`config.mk`:
```
export PLATFORM = sky130hd
export DESIGN_NAME = lif_neuron_array
export DESIGN_NICKNAME = d
export VERILOG_FILES = /design/src/rtl/lif_neuron_array_pkg.sv /design/src/rtl/lif_neuron_array_sat_add_sub.sv /design/src/rtl/lif_neuron_array.sv
export SDC_FILE = /design/constraint.sdc
export NUM_CORES = 1
export LEC_CHECK = 0
export CAP_MARGIN = 5
export CELL_PAD_IN_SITES_DETAIL_PLACEMENT = 1
export CELL_PAD_IN_SITES_GLOBAL_PLACEMENT = 1
export CORE_MARGIN = 4
export CORE_UTILIZATION = 42
export CTS_CLUSTER_DIAMETER = 150
export DETAILED_ROUTE_END_ITERATION = 12
export PLACE_DENSITY = 0.74
export SKIP_CTS_REPAIR_TIMING = 1
export SLEW_MARGIN = 10
export SYNTH_ARGS = -nofsm -noshare
export SYNTH_HDL_FRONTEND = slang
export SYNTH_SLANG_ARGS = --single-unit
```
`constraint.sdc`:
```
create_clock -name clk -period 8.65 [get_ports clk]
set_input_delay 1.73 -clock clk [delete_from_list [all_inputs] [get_ports clk]]
set_output_delay 1.73 -clock clk [all_outputs]
set_load 0.02 [all_outputs]
```
`src/rtl/lif_neuron_array_pkg.sv`:
```
// ----------------------------------------------------------------------------
// lif_neuron_array_pkg
// Shared definitions for the leaky integrate-and-fire neuron array:
//   - state_e           : two-state update FSM encoding
//   - sat_max/sat_min   : saturation limits of a signed two's-complement word
//                         of a given width (valid for widths up to 31 bits)
// ----------------------------------------------------------------------------
package lif_neuron_array_pkg;

  typedef enum logic {
    ST_IDLE   = 1'b0,
    ST_UPDATE = 1'b1
  } state_e;

  // Largest value representable in a signed word of 'width' bits.
  function automatic int sat_max(input int width);
    return (1 << (width - 1)) - 1;
  endfunction

  // Smallest value representable in a signed word of 'width' bits.
  function automatic int sat_min(input int width);
    return -(1 << (width - 1));
  endfunction

endpackage

```
`src/rtl/lif_neuron_array_sat_add_sub.sv`:
```
// ----------------------------------------------------------------------------
// sat_add_sub
// Combinational signed saturating adder/subtractor.
// Ports:
//   a_i   : signed operand A
//   b_i   : signed operand B
//   sub_i : 0 -> A + B, 1 -> A - B
//   y_o   : result clamped to [MIN, MAX] of a WIDTH-bit signed word
// ----------------------------------------------------------------------------
module sat_add_sub
  import lif_neuron_array_pkg::*;
#(
  parameter int WIDTH = 8
) (
  input  logic signed [WIDTH-1:0] a_i,
  input  logic signed [WIDTH-1:0] b_i,
  input  logic                    sub_i,
  output logic signed [WIDTH-1:0] y_o
);

  localparam logic signed [WIDTH-1:0] MAX_V = WIDTH'(sat_max(WIDTH));
  localparam logic signed [WIDTH-1:0] MIN_V = WIDTH'(sat_min(WIDTH));

  logic signed [WIDTH:0] a_ext;
  logic signed [WIDTH:0] b_ext;
  logic signed [WIDTH:0] raw;

  // One guard bit is enough: the exact sum/difference of two WIDTH-bit
  // values always fits in WIDTH+1 bits.
  assign a_ext = {a_i[WIDTH-1], a_i};
  assign b_ext = {b_i[WIDTH-1], b_i};

  always_comb begin
    raw = sub_i ? (a_ext - b_ext) : (a_ext + b_ext);
    // Overflow shows up as the guard bit disagreeing with the WIDTH-bit sign;
    // the guard bit then carries the true sign of the result.
    if (raw[WIDTH] != raw[WIDTH-1]) begin
      y_o = raw[WIDTH] ? MIN_V : MAX_V;
    end else begin
      y_o = raw[WIDTH-1:0];
    end
  end

endmodule

```
`src/rtl/lif_neuron_array.sv`:
```
// ----------------------------------------------------------------------------
// lif_neuron_array
// Array of NEURONS leaky integrate-and-fire neurons sharing one update datapath.
// A request (index, current, threshold, leak shift, reset mode) is accepted in
// IDLE, evaluated in UPDATE, and its result is strobed one edge later.
// Ports:
//   clk, reset            : clock, asynchronous active-high reset
//   in_valid / in_ready   : request handshake (ready only in IDLE, clear low)
//   in_index              : target neuron
//   in_current            : signed input current
//   threshold             : signed firing threshold
//   leak_shift            : leak = v >>> leak_shift (0 disables leak)
//   reset_mode            : 0 = reset-to-zero, 1 = reset-by-subtraction on fire
//   clear                 : synchronous zeroing of all membranes, aborts UPDATE
//   out_valid             : one-cycle result strobe
//   out_index             : neuron of the result
//   spike                 : fire flag of the result
//   membrane_out          : pre-reset membrane potential of the result
// ----------------------------------------------------------------------------
module lif_neuron_array
  import lif_neuron_array_pkg::*;
#(
  parameter  int WIDTH   = 8,
  parameter  int NEURONS = 4,
  localparam int IDX_W   = (NEURONS > 1) ? $clog2(NEURONS) : 1
) (
  input  logic                    clk,
  input  logic                    reset,
  input  logic                    in_valid,
  output logic                    in_ready,
  input  logic [IDX_W-1:0]        in_index,
  input  logic signed [WIDTH-1:0] in_current,
  input  logic signed [WIDTH-1:0] threshold,
  input  logic [2:0]              leak_shift,
  input  logic                    reset_mode,
  input  logic                    clear,
  output logic                    out_valid,
  output logic [IDX_W-1:0]        out_index,
  output logic                    spike,
  output logic signed [WIDTH-1:0] membrane_out
);

  state_e                  state_q;
  logic [IDX_W-1:0]        idx_q;
  logic signed [WIDTH-1:0] cur_q;
  logic signed [WIDTH-1:0] thr_q;
  logic [2:0]              shift_q;
  logic                    mode_q;

  logic signed [WIDTH-1:0] mem_q [NEURONS];

  logic                    out_valid_q;
  logic [IDX_W-1:0]        out_index_q;
  logic                    spike_q;
  logic signed [WIDTH-1:0] membrane_out_q;

  logic                    in_range;
  logic signed [WIDTH-1:0] v_sel;
  logic signed [WIDTH-1:0] leaked;
  logic signed [WIDTH-1:0] sum;
  logic signed [WIDTH-1:0] diff;
  logic                    fire;
  logic signed [WIDTH-1:0] wb_d;

  assign in_ready = (state_q == ST_IDLE) && !clear;

  // Update datapath, evaluated from the latched request.
  // NOTE: every always_comb output gets a value on every path (defaults
  // first), otherwise synthesis infers a latch.
  always_comb begin
    in_range = (int'(idx_q) < NEURONS);
    v_sel    = '0;
    for (int i = 0; i < NEURONS; i++) begin
      if (int'(idx_q) == i) v_sel = mem_q[i];
    end
    // v - (v >>> s) shrinks |v| toward zero and never overflows.
    leaked = (shift_q == 3'd0) ? v_sel : (v_sel - (v_sel >>> shift_q));
    fire   = (sum >= thr_q);
    wb_d   = sum;
    if (fire) wb_d = mode_q ? diff : '0;
  end

  sat_add_sub #(.WIDTH(WIDTH)) u_leak_add (
    .a_i   (leaked),
    .b_i   (cur_q),
    .sub_i (1'b0),
    .y_o   (sum)
  );

  sat_add_sub #(.WIDTH(WIDTH)) u_thr_sub (
    .a_i   (sum),
    .b_i   (thr_q),
    .sub_i (1'b1),
    .y_o   (diff)
  );

  // FSM, request latches, membrane array and registered result.
  // NOTE: sequential state uses non-blocking assignments only, so every
  // register samples pre-edge values regardless of statement order.
  always_ff @(posedge clk or posedge reset) begin
    if (reset) begin
      state_q        <= ST_IDLE;
      idx_q          <= '0;
      cur_q          <= '0;
      thr_q          <= '0;
      shift_q        <= '0;
      mode_q         <= 1'b0;
      out_valid_q    <= 1'b0;
      out_index_q    <= '0;
      spike_q        <= 1'b0;
      membrane_out_q <= '0;
      // NOTE: the membranes are a small flop array, so they can and must be
      // reset here; a RAM macro could not be cleared in one edge.
      for (int i = 0; i < NEURONS; i++) mem_q[i] <= '0;
    end else begin
      out_valid_q <= 1'b0;
      if (clear) begin
        // Clear wins over everything, including an in-flight update.
        for (int i = 0; i < NEURONS; i++) mem_q[i] <= '0;
        state_q <= ST_IDLE;
      end else begin
        case (state_q)
          ST_IDLE: begin
            if (in_valid) begin
              idx_q   <= in_index;
              cur_q   <= in_current;
              thr_q   <= threshold;
              shift_q <= leak_shift;
              mode_q  <= reset_mode;
              state_q <= ST_UPDATE;
            end
          end
          ST_UPDATE: begin
            for (int i = 0; i < NEURONS; i++) begin
              if (in_range && (int'(idx_q) == i)) mem_q[i] <= wb_d;
            end
            out_valid_q    <= 1'b1;
            out_index_q    <= idx_q;
            spike_q        <= in_range && fire;
            membrane_out_q <= in_range ? sum : '0;
            state_q        <= ST_IDLE;
          end
          default: state_q <= ST_IDLE;
        endcase
      end
    end
  end

  assign out_valid    = out_valid_q;
  assign out_index    = out_index_q;
  assign spike        = spike_q;
  assign membrane_out = membrane_out_q;

endmodule

```
==> flow_summary.toml <==
[status]
outcome = "finished clean"

[finish]
drive_gt1_frac = 0.140
fillers = 1133
area_growth_syn_to_layout_pct = 16.9
diodes = 0
final_nets = 519

[cts]
cts_made_buffers = 9
clk_latency_ns = 0.34
cts_tree = "done"
clockBufferDepth = 2
cts_sinks = 67
cts_max_level = 3
clk_pin_slew_worst_paths_ns = 0.08
root_buffer = "clkbuf_8"

[logic_synthesis]
yosysMostFrequentCell = "dfrtp_1"
ys_async_sr_fraction = 1.00
synth_area_leader_cell = "dfrtp_1"
syn_inst = 435
synth_area_leaders = "dfrtp_1 (40%), ha_1 (7.4%), mux2_2 (6.1%)"
synth_edf_count = 0
synth_common_cells = "dfrtp_1 (67), nor2_1 (51), o21ai_0 (38)"
yosysUniqueCellTypes = 53
syn_nets = 489
yosys_warnings = 0
syn_area_um2 = 4230
synth_area_per_cell_um2 = 9.72
synth-main-ff-cell = "dfrtp_1"
yosys_register_bits = 67
yosysTopAreaCellShare = 0.396
synth_seq_area_share = 0.396

[timing]
max_slew_margin = 0.209
setup_viol = 0
fmax_mhz = 127
tns_ns = 0
rsz0062_at_grt = "false"
drv_slew = 0
fin_crit_sh = 0.908
hold_violations = 0
final.setup_skew_ns = 0.00860
final.min_clock_period_ns = 7.85
worst_pin_slew_ns = 1.18

[grt]
grt_max_degree = 68
grt_pass1_wl_mm = 18.6
antenna_found_initial = 0
grt_usage = 0.205
grt_overflow = 0
grt_pass1_vias = 3553

[place]
place.gp.congestion = 0.845
hpwl_mm = 8.05
io_buffers = 38

[hold_path]
hp-class = "register to register"
hp-start = "membrane_out[4]"

[job]
cap_violations = 0

[drt]
num_vias = 3318
avgViaCountPerCell = 5.50
drc = 0
wl_per_cell_um = 18.4
first_pass_iters = 4
drtAntennaViolNets = 0
routed_wl_mm = 11.1
drt_iter0_drc = 111

[floorplanning]
dieArea_um2 = 11700
fp.dieW_um = 108
initial_core_util = 0.433
core_um2 = 9770
die-height_um = 108
io_pins = 39
rows = 36

[critical_path]
cpMostUsedCell = "ha_1"
endpoint_kind = "register"
critPathMaxStageDelay_ns = 0.61
crit_required_ns = 8.90
crit_slowest_cell = "mux4_2"
crit_type = "register to register"
start_kind = "register"
critPathArrivalTime_ns = 8.10
r2r-start = "idx_q[0]"
cp_max_fo = 14
r2r_setup_slack_ns = 0.80
crit_path_start = "idx_q[0]"
[layout by cell type (no fill, tap or decap), drive strengths merged, types with 3 or more instances in the layout]
master and count:
and3 3, clkdlybuf4s50 38, a22oi 5, a21oi 23
o21ai 40, mux2 23, dfrtp 67, nor2 51
a211oi 36, xor2 5, o21a 3, nand2b 6
a21o 5, clkbuf 10, nand2 33, mux4 8
buf 5, nor3b 3, xnor2 8, nor2b 6
mux2i 3, fa 3, o31ai 3, inv 28
ha 25
[registers in the layout, summed over array words and instances (netlist names)]
| register | count |
|---|---|
| cur_q | 8 |
| idx_q | 2 |
| mem_q | 32 |
| membrane_out | 8 |
| mode_q | 1 |
| out_index | 2 |
| out_valid | 1 |
| shift_q | 3 |
| spike | 1 |
| state_q | 1 |
| thr_q | 8 |
[stage by stage]
| stage | cell area [um2] | util | std cells | worst slack [ns] | hold slack (ns) |
|---|---|---|---|---|---|
| floorplan | 4230 | - | 435 | 1.70 | 0.487 |
| global placement | 4720 | 0.483 | 587 | 0.805 | 0.461 |
| detailed placement | 4720 | 0.483 | 587 | 0.536 | 0.469 |
| CTS | 4940 | 0.505 | 603 | 0.418 | 0.486 |
| global route | 4950 | 0.506 | 603 | 0.128 | 0.504 |
| finish | 4950 | 0.506 | 603 | 0.796 | 0.481 |
[worst paths after layout]
kind / endpoint / cells past startpoint
max in group asynchronous: idx_q[0] / 3
min: membrane_out[4] / 2
max reg2reg: mem_q[18] / 30
min in group asynchronous: shift_q[1] / 3
max: mem_q[18] / 30
min reg2reg: membrane_out[4] / 2
[area by class of cell]
type,instances,area (um2),share of cell area
inverter,27,101,0.0205
timing repair buffer,43,418,0.0845
clock buffer,10,128,0.0258
tap,133,166,0.0336
clock inverter,6,88.8,0.0180
multi-input combinational,317,2370,0.478
sequential,67,1680,0.339
[layer usage]
layer  global-route usage  routed length [um]  vias to the layer above
li1                     -                   -                     1614
met1                0.276                5130                     1650
met2                0.348                5500                       45
met3               0.0376                 372                        9
met4               0.0424                  97                        0
met5                    0                   0                        -
[critical path, delay by kind of cell (launching register included)]
| family | cells | cell delay, ns |
|---|---|---|
| compound gates | 12 | 2.70 |
| simple gates | 8 | 1.47 |
| mux | 2 | 0.91 |
| xor+xnor | 3 | 0.54 |
| flops | 1 | 0.60 |
| fa+ha+maj | 5 | 1.52 |
[cells by family after synthesis]
logic type,Yosys count,synth area share
xor gates and xnor gates,13,0.0269
DFF,67,0.396
adders and majority gates,29,0.0908
and+or+nand+nor,111,0.121
AOI/OAI and AO/OA,130,0.208
buffers and inverters,51,0.0461
muxes,34,0.111
Power is not shown: default switching activity piles up to over one toggle a cycle in this logic, so the estimate is an artifact.
